**config.mk**
```make
export PLATFORM = sky130hd
export DESIGN_NAME = cnn_stream_host
export DESIGN_NICKNAME = d
export VERILOG_FILES = /design/src/rtl/cnn_stream_host.sv
export SDC_FILE = /design/constraint.sdc
export NUM_CORES = 1
export LEC_CHECK = 0
export CAP_MARGIN = 20
export CORE_MARGIN = 1.5
export CORE_UTILIZATION = 57
export CTS_BUF_LIST = sky130_fd_sc_hd__clkbuf_16
export CTS_CLUSTER_SIZE = 20
export DETAILED_ROUTE_END_ITERATION = 7
export PLACE_DENSITY = 0.8
export SLEW_MARGIN = 0
export SYNTH_ARGS = -nofsm -noshare
export SYNTH_HDL_FRONTEND = slang
export SYNTH_SLANG_ARGS = --single-unit
```
**constraint.sdc**
```tcl
create_clock -name clk -period 2.86 [get_ports clk]
set_input_delay 0.858 -clock clk [delete_from_list [all_inputs] [get_ports clk]]
set_output_delay 0.858 -clock clk [all_outputs]
set_load 0.01 [all_outputs]
```
**src/rtl/cnn_stream_host.sv**
```systemverilog
// cnn_stream_host: host-side sequencer for the conv accelerator's byte-load port.
// Accepts a valid/ready byte stream and replays it to the accelerator, first the
// W_BYTES weight bytes (acc_mode = 1), then cfg_num_pics pictures of PIC_BYTES
// bytes each (acc_mode = 0). Every rising edge of acc_out_flag captures acc_dout
// together with a running picture index into a small first-word-fall-through FIFO.
//
// Ports:
//   clk, rst_n                 clock, asynchronous active-low reset
//   cfg_start, cfg_num_pics    run start pulse (IDLE only) and picture count
//   s_valid, s_data, s_ready   input byte stream
//   acc_mode, acc_din,
//   acc_ram_en                 registered drive of the accelerator load port
//   acc_dout, acc_out_flag     accelerator result byte and its strobe
//   r_valid, r_data, r_index,
//   r_ready                    result stream (FIFO head)
//   busy, done, ovf            status: not idle, end-of-run pulse, sticky drop
module cnn_stream_host #(
    parameter int unsigned W_BYTES   = 54,
    parameter int unsigned PIC_BYTES = 64,
    parameter int unsigned NPIC_W    = 8,
    parameter int unsigned RES_DEPTH = 4
) (
    input  logic              clk,
    input  logic              rst_n,
    input  logic              cfg_start,
    input  logic [NPIC_W-1:0] cfg_num_pics,
    input  logic              s_valid,
    input  logic [7:0]        s_data,
    output logic              s_ready,
    output logic              acc_mode,
    output logic [7:0]        acc_din,
    output logic              acc_ram_en,
    input  logic [7:0]        acc_dout,
    input  logic              acc_out_flag,
    output logic              r_valid,
    output logic [7:0]        r_data,
    output logic [NPIC_W-1:0] r_index,
    input  logic              r_ready,
    output logic              busy,
    output logic              done,
    output logic              ovf
);

    localparam int unsigned MAX_BYTES = (W_BYTES > PIC_BYTES) ? W_BYTES : PIC_BYTES;
    localparam int unsigned CNT_W     = $clog2(MAX_BYTES);
    localparam int unsigned AW        = (RES_DEPTH > 1) ? $clog2(RES_DEPTH) : 1;

    typedef enum logic [1:0] {IDLE, LOAD_W, LOAD_D, DRAIN} state_t;

    state_t            r_state;
    logic [CNT_W-1:0]  r_byte_cnt;
    logic [NPIC_W-1:0] r_npics;
    logic [NPIC_W-1:0] r_pic_cnt;
    logic [NPIC_W-1:0] r_res_cnt;
    logic [NPIC_W-1:0] r_res_idx;
    logic              r_flag_q;
    logic              r_ovf;
    logic [7:0]        r_mem_data [RES_DEPTH];
    logic [NPIC_W-1:0] r_mem_idx  [RES_DEPTH];
    logic [AW-1:0]     r_wr_ptr;
    logic [AW-1:0]     r_rd_ptr;
    logic [AW:0]       r_count;

    logic              w_loading;
    logic              w_hs;
    logic              w_start;
    logic              w_edge;
    logic              w_empty;
    logic              w_full;
    logic              w_pop;
    logic              w_push;
    logic              w_w_last;
    logic              w_p_last;
    logic [NPIC_W-1:0] w_pic_nxt;
    logic              w_done;

    assign w_loading = (r_state == LOAD_W) || (r_state == LOAD_D);
    assign w_hs      = s_valid & w_loading;
    assign w_start   = (r_state == IDLE) & cfg_start;
    assign w_edge    = acc_out_flag & ~r_flag_q;
    assign w_empty   = (r_count == '0);
    assign w_full    = (r_count == (AW+1)'(RES_DEPTH));
    assign w_pop     = r_ready & ~w_empty;
    // A pop in the same cycle frees the slot, so a full FIFO still accepts the push.
    assign w_push    = w_edge & (~w_full | w_pop);
    assign w_w_last  = (r_byte_cnt == CNT_W'(W_BYTES - 1));
    assign w_p_last  = (r_byte_cnt == CNT_W'(PIC_BYTES - 1));
    assign w_pic_nxt = r_pic_cnt + NPIC_W'(1);
    // Dropped results still advance r_res_cnt, so this always terminates.
    assign w_done    = (r_state == DRAIN) && (r_res_cnt == r_npics) && w_empty;

    assign s_ready = w_loading;
    assign busy    = (r_state != IDLE);
    assign done    = w_done;
    assign ovf     = r_ovf;
    assign r_valid = ~w_empty;
    assign r_data  = r_mem_data[r_rd_ptr];
    assign r_index = r_mem_idx[r_rd_ptr];

    // Load sequencer; acc_* are registered one cycle behind the handshake.
    always_ff @(posedge clk or negedge rst_n) begin
        if (!rst_n) begin
            r_state    <= IDLE;
            r_byte_cnt <= '0;
            r_npics    <= '0;
            r_pic_cnt  <= '0;
            acc_mode   <= 1'b0;
            acc_din    <= '0;
            acc_ram_en <= 1'b0;
        end else begin
            acc_ram_en <= 1'b0;
            unique case (r_state)
                IDLE: begin
                    if (cfg_start) begin
                        r_npics    <= cfg_num_pics;
                        r_pic_cnt  <= '0;
                        r_byte_cnt <= '0;
                        r_state    <= LOAD_W;
                    end
                end
                LOAD_W: begin
                    if (w_hs) begin
                        acc_din    <= s_data;
                        acc_mode   <= 1'b1;
                        acc_ram_en <= 1'b1;
                        if (w_w_last) begin
                            r_byte_cnt <= '0;
                            r_state    <= (r_npics == '0) ? DRAIN : LOAD_D;
                        end else begin
                            r_byte_cnt <= r_byte_cnt + CNT_W'(1);
                        end
                    end
                end
                LOAD_D: begin
                    if (w_hs) begin
                        acc_din    <= s_data;
                        acc_mode   <= 1'b0;
                        acc_ram_en <= 1'b1;
                        if (w_p_last) begin
                            r_byte_cnt <= '0;
                            r_pic_cnt  <= w_pic_nxt;
                            if (w_pic_nxt == r_npics) begin
                                r_state <= DRAIN;
                            end
                        end else begin
                            r_byte_cnt <= r_byte_cnt + CNT_W'(1);
                        end
                    end
                end
                DRAIN: begin
                    if (w_done) begin
                        r_state <= IDLE;
                    end
                end
                default: r_state <= IDLE;
            endcase
        end
    end

    // Result capture and FIFO; active in every state.
    always_ff @(posedge clk or negedge rst_n) begin
        if (!rst_n) begin
            r_flag_q  <= 1'b0;
            r_ovf     <= 1'b0;
            r_res_cnt <= '0;
            r_res_idx <= '0;
            r_wr_ptr  <= '0;
            r_rd_ptr  <= '0;
            r_count   <= '0;
            for (int i = 0; i < int'(RES_DEPTH); i++) begin
                r_mem_data[i] <= '0;
                r_mem_idx[i]  <= '0;
            end
        end else begin
            r_flag_q <= acc_out_flag;
            if (w_start) begin
                r_ovf     <= 1'b0;
                r_res_cnt <= '0;
                r_res_idx <= '0;
            end
            if (w_edge) begin
                r_res_idx <= r_res_idx + NPIC_W'(1);
                r_res_cnt <= r_res_cnt + NPIC_W'(1);
                if (!w_push) begin
                    r_ovf <= 1'b1;
                end
            end
            if (w_push) begin
                r_mem_data[r_wr_ptr] <= acc_dout;
                r_mem_idx[r_wr_ptr]  <= r_res_idx;
                r_wr_ptr             <= r_wr_ptr + AW'(1);
            end
            if (w_pop) begin
                r_rd_ptr <= r_rd_ptr + AW'(1);
            end
            if (w_push && !w_pop) begin
                r_count <= r_count + (AW+1)'(1);
            end else if (w_pop && !w_push) begin
                r_count <= r_count - (AW+1)'(1);
            end
        end
    end

endmodule

```
; Word level (Yosys, flattened, before mapping)
; Cells that the tools add are included.
[word_totals]
ramBits = 0
latch_bits = 0
out_inout_bits = 31
romBits = 0
n_memories = 0
in_bits = 30
ff_bits = 123
[classes]
order_cmp = 3
bitwise = 11
mul = 0
muxes = 42
div_mod_pow = 0
eq_ne = 15
reduce_logical = 24
addsub = 8
n_shift = 0
[op_table]
columns = op, count
row1 = 2-to-1 mux 8 bit, 11
row2 = bitwise mux 32 bit, 2
row3 = binary-select mux 8 bit (select 2 bit), 2
row4 = 2-to-1 mux 6 bit, 5
row5 = "adder 8 x 1 -> 8 bit, second input constant", 3
row6 = one-hot mux 6 bit (3 select lines), 1
row7 = demux 8 bit (select 2 bit), 1
row8 = == test 8 bit, 2
row9 = one-hot mux 8 bit (2 select lines), 1
row10 = 2-to-1 mux 2 bit, 7
row11 = "== test 6 bit, second input constant", 2
row12 = "inequality test 2 bit, second input constant", 6
row13 = nonzero test 2 bit, 5
row14 = logical NOT 8 bit, 1
row15 = 2-to-1 mux 1 bit, 8
row16 = one-hot mux 2 bit (4 select lines), 1
row17 = AND reduction 4 bit, 2
row18 = AND reduction 7 bit, 1
row19 = "adder 6 x 1 -> 6 bit, second input constant", 1
row20 = ">= comparator 3 bit, second input constant", 2
row21 = 2-to-1 mux 3 bit, 2
row22 = inverter 2 -> 3 bit, 2
row23 = AND 1 bit, 5
row24 = logical AND 1 bit, 5
row25 = 19 further kinds, 25

; Logic depth before layout (Yosys ltp)
; Gate-level depths: netlist of run 1.
[depth]
word_depth = 9
depth_mapped = 9
depth_no_buf = 8

; Least setup slack after synthesis of run 1
; Ideal clock, no wire load.
[synth_timing]
kind = register to output
startpoint = reg r_rd_ptr[0]
endpoint = out r_data[6]
arrival_time_ps = 1893
path_stages_with_launch = 4
path_slack_ps = 109
path_cell_list = dfrtp_1 -> clkbuf_1 -> clkbuf_1 -> mux4_2
[synth_via]
elab_chain_cells = 4
[synth_lines]
columns = item, line_no
row1 = from (decl), 61  ; logic [AW-1:0] r_rd_ptr;
row2 = from (signal assigned), 194  ; r_rd_ptr <= r_rd_ptr + AW'(1);
row3 = inverter 2 -> 3 bit (not written as such), 97  ; assign r_data = r_mem_data[r_rd_ptr];
row4 = binary-select mux 8 bit (select 2 bit), 97
row5 = 2-to-1 mux 8 bit (not written as such) (2 in a row), 97
row6 = to (decl), 36  ; output logic [7:0] r_data,
; Every way passes these cells. The select of a mux whose other input is x is not followed.

; Worst setup path in the final report of run 1
[layout_timing]
startpoint = reg r_count[1]
endpoint = out done
[layout_via]
elab_chain_cells = 2
[layout_lines]
columns = item, line_no
row1 = from (decl), 62  ; logic [AW:0] r_count;
row2 = from (signal assigned), 197  ; r_count <= r_count + (AW+1)'(1);
row3 = from (signal assigned), 199  ; r_count <= r_count - (AW+1)'(1);
row4 = logical NOT 3 bit, 81  ; assign w_empty = (r_count == '0);
row5 = logical AND 1 bit, 90  ; assign w_done = (r_state == DRAIN) && (r_res_cnt == r_npics) && w_empty;
row6 = to (decl), 40  ; output logic done,
; Every way passes these cells.

==> summary.md, run 1 <==
| Metric | Value |
|---|---|
| Routed wl met2 | `6.81 mm` |
| Final Hold Fails | `0` |
| Post-route antenna net violation count | `0` |
| Power Density | `1030 mW/mm2` |
| Flop-to-flop setup slack | `approximately 0.23 ns` |
| Largest net degree at the start of global routing | `53` |
| DR top layer | `met4` |
| DP HPWL | `8.22 mm` |
| Share of post-route cells with drive strength above 1 | `between 30% and 40%` |
| # nets final | `between 600 and 700` |
| Worst r2r src | `r_count[1]` |
| Final WL | `13.1 mm` |
| Max FO, Critical Path | `2` |
| # rows | `36` |
| Global route total overflow | `0` |
| First-pass GRT wire length | `21.9 mm` |
| Initial antenna violation count | `0` |
| Reg2Reg Depth | `7` |
| Pleak | `0.00340 uW` |
| DRC | `0` |
| Syn Nets | `515` |
| CTS Sinks | `between 100 and 150` |
| Cts-stage hold buffer count | `0` |
| Synth Cell Area | `roughly 0.0059 mm2` |
| Crit start category | `register` |
| Crit end category | `output port` |
| Failing checks | `setup timing` |
| Synth warn | `0` |
| Max-cap violations | `0` |
| Post-synthesis average cell area | `12.5 um2` |
| Part of the power in combinational logic | `39.2%` |
| Slew headroom | `43.1%` |
| Power, Total | `7710 uW` |
| Internal power | `5180 uW` |
| Post-synth EDFFs | `0` |
| Vias in the first global route | `4421` |
| Post-Route Setup TNS | `-0.110 ns` |
| Peak supply drop | `0.000529 V` |
| DR vias | `between 4000 and 5000` |
| Initial core utilization | `59.6%` |
| Die area | `0.0109 mm2` |
| Setup ws final | `-0.110 ns` |
| Drt first pass iters | `5` |
| Setup Crit Path Kind | `register to output port` |
| # IOs | `61` |
| Die Span Y | `around 100 um` |
| Worst hold-check path type | `primary input to async pin` |
| Worst r2r dst | `r_state[1]` |
| N_diodes | `0` |
| Num CTS Buffers | `17` |
| Worst skew pair latency | `0.41 ns` |
| Metal-1 WL | `5.39 mm` |
| Yosys reg bits | `123` |
| Gr usage total | `between 20% and 30%` |
| Worst EP required | `2.00 ns` |
| CTS tree | `yes` |
| Initial DRC count | `211` |
| Period Utilization, post-route | `104%` |
| RSZ-0062 raised after global routing | `yes` |
| IO Port Bufs | `60` |
| Routability cong. | `0.837` |
| Dpl cell area | `0.00688 mm2` |
| Core Area | `0.00986 mm2` |
| Sequential area share after synthesis | `52.4%` |
| Post-synth cell types | `42` |
| Clk pwr share | `25.7%` |
| Worst hold margin | `0.489 ns` |
| Seq pwr share | `35.2%` |
| Sw frac | `between 30% and 40%` |
| Syn Inst Count | `469` |
| Root buf cell | `clkbuf_16` |
| Worst Tran Pin Value | `0.853 ns` |
| Worst EP arrival | `2.11 ns` |
| Wire length per cell | `roughly 19 um` |
| Final design area excluding fillers | `0.00748 mm2` |
| Area grow syn2layout | `27.3%` |
| Finish-stage setup viols | `1` |
| Post-Place Worst Slack | `-0.215 ns` |
| Drt via density | `6.00` |
| Switch Pwr | `2530 uW` |
| Met3 wire length | `625 um` |
| Outcome | `complete, but fails checks` |
| Maximum level of the CTS H-tree | `4` |
| Asr flop ratio synth | `100%` |
| Clock transition at path regs | `0.06 ns` |
| Max Slew Vio Count | `0` |
| Synth Flop Type | `dfrtp_1` |
| CTS Buffer Depth | `2` |
| Fmax | `~340 MHz` |
| Clock Skews | `0.0116 ns` |
| Minimum clock period | `2.97 ns` |
| Die width | `105 um` |
==> power by group through the flow <==
| stage | Combinational [uW] | Clock, uW | Sequential [uW] |
|---|---|---|---|
| final | 3020 | 1980 | 2710 |
| after global routing | 3270 | 2100 | 2780 |
| after CTS | 3020 | 2000 | 2700 |
| after detailed placement | 2970 | 0 | 2710 |
| after global placement | 2870 | 0 | 2670 |
| after floorplan | 1830 | 0 | 2640 |
==> layout make-up <==
cell class,instances,area [um2]
clock buffer,17,425
clock inverter,14,124
fill,606,2390
inverter,14,52.6
multi-input combinational,312,2680
sequential,123,3080
tap,133,166
timing repair buffer,95,955
==> synthesized netlist by cell type, types with 6 or more instances <==
cell	count	area share (%)
nand3_1	12	1.0
and3_1	9	0.96
dfrtp_1	123	52
xor2_1	7	1.0
mux4_2	16	6.1
clkbuf_1	20	1.3
nor2_1	15	0.96
inv_1	14	0.89
o21ai_0	41	3.5
xnor2_1	18	2.7
nand2_1	31	2.0
mux2_2	81	16
nand2b_1	7	0.75
nand4_1	11	1.2
ha_1	15	3.2
a31oi_1	6	0.64
==> per-stage QoR <==
stage	util (%)	std cells
2_1_floorplan	-	469
6_report	75.8	708
3_5_place_dp	69.7	672
5_1_grt	75.8	708
4_1_cts	75.7	707
3_3_place_gp	69.7	672
==> per-layer routing <==
layer	vias to the layer above	track usage [%]
li1	1905	-
met1	2166	31.3
met2	145	44.3
met3	34	6.58
met4	0	9.33
met5	-	0
==> flip-flops by register name, summed over array words and instances (netlist names), 2 cells and up <==
signal and count:
r_res_idx 8, r_wr_ptr 2, r_byte_cnt 6, r_res_cnt 8, acc_din 8, r_rd_ptr 2, r_state 2, r_pic_cnt 8
r_count 3, r_mem_idx 32, r_mem_data 32, r_npics 8
==> worst max-delay path, stage by stage, from the launching register on <==
cell and delay, ns:
dfrtp_1 0.38, or3_4 0.41, or4_1 0.41, or3_4 0.36, inv_2 0.07, buf_6 0.09
==> how the worst max path moves through the flow <==
stage	startpoint	end	slack [ns]	cells past startpoint
global placement	r_count[2]	done	-0.19	5
finish	r_count[1]	done	-0.11	5
floorplan	r_rd_ptr[0]	r_data[6]	0.11	3
global route	r_count[1]	done	-0.15	5
detailed placement	r_count[2]	done	-0.22	5
CTS	r_count[1]	done	-0.14	5
==> logic make-up (layout without fill, tap and decap cells) <==
| group | Yosys count | in the layout | synth area share (%) |
|---|---|---|---|
| buffers and inverters | 34 | 140 | 2.17 |
| DFF | 123 | 123 | 52.4 |
| AOI/OAI and AO/OA | 72 | 72 | 7.58 |
| muxes | 98 | 98 | 21.8 |
| adders and majority gates | 16 | 16 | 3.54 |
| xor gates and xnor gates | 25 | 25 | 3.73 |
| and+or+nand+nor | 101 | 101 | 8.75 |
==> repair_timing <==
item	4_1_cts	5_1_grt
pin swaps	3	1
setup buffers	3	1
cloned	1	0
gates resized for setup	24	1
endpoints found under the setup margin	17	2
==> cells in the final DEF (no fill, tap or decap), types with 13 or more instances in the layout <==
cell             instances
xnor2_1                 18
clkbuf_16               17
nor2_1                  15
ha_1                    14
mux4_2                  16
dlygate4sd2_1           16
nand2_1                 31
dfrtp_1                122
clkdlybuf4s50_1         42
o21ai_0                 41
inv_1                   13
mux2_2                  81
buf_4                   28
Power figures use the tool's default switching activity.
==> run 2, diff against run 1 <==
CORE_ASPECT_RATIO = 1.75   (was default)
==> run 2 against run 1 <==
Effect of this change:
- the flow still finishes with violations (setup timing)
- combinational power about the same
- largest cell class unchanged
- via count shrank 1.7%
- worst setup slack got worse by 0.019 ns
- critical path type unchanged
- critical path depth stayed put
- first-iteration DRC count increased by 4.7%
- final area fell by 0.69%
- highest routed layer unchanged
- clock-buffer cell count is the same
==> summary.md, run 2 (synthesis gave the netlist of run 1 again) <==
| Metric | Value |
|---|---|
| RSZ-0062 raised after global routing | `yes` |
| Die Span Y | `137 um (+31%)` |
| Post-route antenna net violation count | `0 (unchanged)` |
| Initial antenna violation count | `0 (unchanged)` |
| Worst EP required | `2.00 ns (about the same)` |
| Flop-to-flop setup slack | `0.39 ns (+0.16 ns)` |
| DP HPWL | `8.84 mm (+7.5%)` |
| Die width | `79.7 um (-24%)` |
| Pleak | `0.00342 uW (+0.44%)` |
| Crit end category | `output port` |
| Drt first pass iters | `4 (-1)` |
| Fmax | `335 MHz (-0.62%)` |
| Peak supply drop | `0.000701 V (+32%)` |
| # fillers | `671 (+11%)` |
| Gr usage total | `26.1% (+0.33 points)` |
| Area grow syn2layout | `26.4%` |
| Wire length per cell | `18.4 um (-0.69%)` |
| Power Density | `1020 mW/mm2 (-0.86%)` |
| Final std cells w/o fill | `700 (-1.1%)` |
| IO Port Bufs | `60 (unchanged)` |
| Final Hold Fails | `0 (unchanged)` |
| Drt via density | `5.97 (-0.62%)` |
| Most common cell after layout, fill and taps aside | `dfrtp_1` |
| Crit start category | `register` |
| Clock transition at path regs | `0.05 ns (about the same)` |
| CTS Sinks | `123 (unchanged)` |
| Cts-stage hold buffer count | `0 (unchanged)` |
| Period Utilization, post-route | `105% (+0.65 points)` |
| Root buf cell | `clkbuf_16` |
| N_diodes | `0 (unchanged)` |
| Register area | `0.00308 mm2 (about the same)` |
| DR vias | `4176 (-1.7%)` |
| Largest regs | `r_mem_data (32), r_mem_idx (32)` |
| Setup ws final | `-0.129 ns (-0.0186 ns)` |
| # rows | `48 (+33%)` |
| Worst hold-check path type | `primary input to async pin` |
| # nets final | `609 (unchanged)` |
| Initial DRC count | `221 (+4.7%)` |
| Finish-stage setup viols | `1 (unchanged)` |
| Initial core utilization | `58.9% (-0.63 points)` |
| Worst EP arrival | `2.13 ns (+0.02 ns)` |
| Placed cells | `664 (-1.2%)` |
| Worst skew pair latency | `0.41 ns (about the same)` |
| Reg2Reg Depth | `6 (-1)` |
| Max Slew Vio Count | `0 (unchanged)` |
| Die area | `0.0109 mm2 (+0.22%)` |
| Minimum clock period | `2.99 ns (+0.0186 ns)` |
| Outcome | `complete, but fails checks` |
| Global route total overflow | `0 (unchanged)` |
| Worst hold margin | `0.500 ns (+0.0102 ns)` |
| CTS Buffer Depth | `2 (unchanged)` |
| Most frequent cells in the layout | `dfrtp_1 (123), mux2_2 (81), clkdlybuf4s50_1 (46), o21ai_0 (41), nand2_1 (31)` |
| Final design area excluding fillers | `0.00743 mm2 (-0.69%)` |
| Maximum level of the CTS H-tree | `4 (unchanged)` |
| Share of post-route cells with drive strength above 1 | `29.6% (-0.52 points)` |
| Worst r2r src | `r_count[0]` |
| First-pass GRT wire length | `21.5 mm (-1.7%)` |
| Largest net degree at the start of global routing | `55 (+3.8%)` |
| Dpl cell area | `0.00687 mm2 (-0.15%)` |
| Routability cong. | `0.865 (+3.2%)` |
| Clock Skews | `0.00778 ns (-0.00383 ns)` |
| Core Area | `0.00997 mm2 (+1.1%)` |
| Setup Crit Path Kind | `register to output port` |
| Num CTS Buffers | `17 (unchanged)` |
| Max FO, Critical Path | `2 (unchanged)` |
| Max-cap violations | `0 (unchanged)` |
| Failing checks | `setup timing` |
| Slew headroom | `48.8% (+5.7 points)` |
| # IOs | `61 (unchanged)` |
| Area of the multi-input gates | `0.00268 mm2 (about the same)` |
| Worst r2r dst | `r_state[0]` |
| CTS tree | `yes` |
| Worst Tran Pin Value | `0.767 ns (-0.0864 ns)` |
| DRC | `0 (unchanged)` |
| Vias in the first global route | `4560 (+3.1%)` |
| Final WL | `12.9 mm (-1.8%)` |
| Fin util | `74.5% (-1.3 points)` |
-- run 2: changes by cell type in the layout (fill, tap and decap cells not counted), sizes merged --
| cell | previous run | this run |
|---|---|---|
| clkinvlp | 4 | 2 |
| dlygate4sd2 | 16 | 8 |
| dlymetal6s2s | 0 | 4 |
| clkdlybuf4s50 | 42 | 46 |
| buf | 36 | 37 |
| clkinv | 7 | 10 |
| bufinv | 1 | 0 |
| bufbuf | 1 | 0 |
-- run 2: final cells by class --
cell class | instances | share of cell area, %
sequential | 123 | 41.4
multi-input combinational | 312 | 36.1
timing repair buffer | 95 | 12.8
clock buffer | 17 | 5.73
tap | 125 | 2.11
clock inverter | 14 | 1.13
inverter | 14 | 0.708
-- run 2: worst max path at each step --
stage | startpoint | end | slack (ns) | depth (start not counted)
after CTS | r_count[0] | done | -0.17 | 5
after global placement | r_count[2] | done | -0.22 | 5
after global routing | r_count[0] | done | -0.16 | 5
after detailed placement | r_count[2] | done | -0.25 | 5
final | r_count[0] | done | -0.13 | 5
after floorplan | r_rd_ptr[0] | r_data[6] | 0.11 | 3
-- run 2: metal layers --
metal | track usage, % | up-vias | part of all wire [%]
met5 | 0 | - | 0
met4 | 12.5 | 0 | 2.6
met3 | 5.63 | 24 | 3.8
met2 | 47.7 | 125 | 56
met1 | 28.0 | 2121 | 38
li1 | - | 1906 | -
-- run 2: power by group --
part           internal (uW)  switching (uW)  total [uW]
Sequential              2310             411        2720
Clock                   1080             745        1830
Combinational           1700            1350        3050
Total                   5090            2510        7590
-- run 2: critical path, stage by stage, from the launching register on --
cell and delay [ns]:
dfrtp_1 0.39, or3_4 0.39, or4_4 0.43, or3_4 0.35, inv_2 0.07, buf_6 0.09
-- run 2: timing repair --
action	in CTS	in global routing
endpoints found under the setup margin	13	9
cloned	0	0
buffers inserted	3	2
pin swaps	3	1
gates resized for setup	17	4
-- run 2: stage by stage --
stage	setup TNS (ns)	setup slack, ns	total power [uW]
after global placement	-0.221	-0.221	5590
after global routing	-0.159	-0.159	8020
after floorplan	0	0.109	4470
after detailed placement	-0.293	-0.250	5760
final	-0.129	-0.129	7590
after CTS	-0.167	-0.167	7630
==> patch: new RTL, settings of run 1 <==
Set the parameter `NPIC_W` to 10 (it was 8).
--- a/src/rtl/cnn_stream_host.sv
+++ b/src/rtl/cnn_stream_host.sv
@@ -17,7 +17,7 @@
 module cnn_stream_host #(
     parameter int unsigned W_BYTES   = 54,
     parameter int unsigned PIC_BYTES = 64,
-    parameter int unsigned NPIC_W    = 8,
+    parameter int unsigned NPIC_W    = 10,
     parameter int unsigned RES_DEPTH = 4
 ) (
     input  logic              clk,
Ports: changed (resized cfg_num_pics and r_index); port bits go from 61 to 65. The function was not compared with the original's and may differ.
==> patch against run 1 <==
Global-route usage shrank 1.8 points; total power grew 8.3%; design area grew 11%; largest cell class unchanged; count of clock-buffer cells in the layout is the same; setup slack gained 0.13 ns; wire length grew 6.4%; area after synthesis grew 15%; sequential cell count grew 16.
==> patch: results (changes against run 1) <==
DRT iter0 DRCs 243 (+15%); Post-Route Skew 0.00745 ns (-0.00416 ns); largest net degree at the start of global routing 55 (+3.8%); routed length per instance 17.8 um (-4.2%); Vias/cell 5.99 (-0.20%); met1 Usage GRT 31.1% (-0.15 points); met2 wire len 6.86 mm (+0.76%); fillers 769 (+27%); crit-path max cell delay 0.44 ns (+0.03 ns); syn_nets 593 (+15%); flop2flop setup slack 0.26 ns (+0.03 ns); buffering overhead 10.9% (-1.9 points); Post-synth top cells dfrtp_1, mux2_2, nand2_1; final layout net count 678 (+11%); area occupied by multi-input gates 3090 um^2 (+15%); metal3 WL 767 um (+23%); Lkg Pwr 3.78 nW (+11%); M1 wire length 6.11 mm (+13%); status finished, final reports clean; vias in the first global route 4908 (+11%); worst-path fanout max 4 (+2); clock buf count 17 (unchanged); non-clock buffer count 93 (-2.1%); inverter count 13 (-1); clk tree area frac 7.06% (-0.29 points); first-pass GRT wire length 23.7 mm (+8.2%); met2 Usage GRT 39.0% (-5.3 points); max_slew headroom 61.2% (+18 points); I/O Buffers 64 (+6.7%); worst hold margin 0.358 ns (-0.131 ns); Total Routing Usage GR 24.0% (-1.8 points); Regs by FF count r_mem_idx (40), r_mem_data (32); fraction of layout cells with a size suffix above 1 26.6% (-3.5 points); met3 usage 6.31% (-0.26 points); VDD IR max 879 uV (+66%); Critical Path Stages 4 (-1)
-- patch: cell types whose count changed after synthesis, moves of 7 or more --
cell | before | now
buf_2 | 0 | 8
nand2_1 | 31 | 45
clkbuf_1 | 20 | 13
dfrtp_1 | 123 | 139
a21oi_1 | 2 | 9
xnor2_1 | 18 | 10
xor2_1 | 7 | 14
-- patch: through the flow --
stage	setup slack, ns	std cells	area (um^2)	utilization (%)
2_1_floorplan	0.301	545	6740	-
3_5_place_dp	-0.0921	754	7700	67.1
5_1_grt	0.00718	786	8280	72.2
4_1_cts	0.00480	786	8270	72.1
6_report	0.0236	786	8280	72.2
3_3_place_gp	0.0607	754	7700	67.1
-- patch: logic make-up after synthesis --
group	Yosys count	share of synthesized area (%)
AO/OA/AOI/OAI	87	8.15
AND/OR/NAND/NOR	130	9.97
XOR/XNOR	25	3.36
flip-flops	139	51.6
multiplexers	108	21.0
adder cells (fa/ha/maj)	16	3.08
buffers and inverters	40	2.80
-- patch: what timing repair did --
action,CTS,global route
buffers inserted,0,0
endpoints found under the setup margin,19,2
pin swaps,1,0
gates resized for setup,22,3
-- patch: power by group --
part | total (mW) | switching [mW] | internal [mW]
combinational | 3.13 | 1.42 | 1.71
sequential | 3.08 | 0.486 | 2.59
clock | 2.15 | 0.794 | 1.35
-- patch: worst paths after layout --
check / from / end
worst max-delay path: r_count[1] / done
worst min register to register: r_mem_idx[8] / r_mem_idx[8]
min in group clk: r_mem_idx[8] / r_mem_idx[8]
worst min-delay path: rst_n / r_mem_data[16]
worst max register to register: r_pic_cnt[0] / r_state[1]
max in group asynchronous: rst_n / acc_din[5]
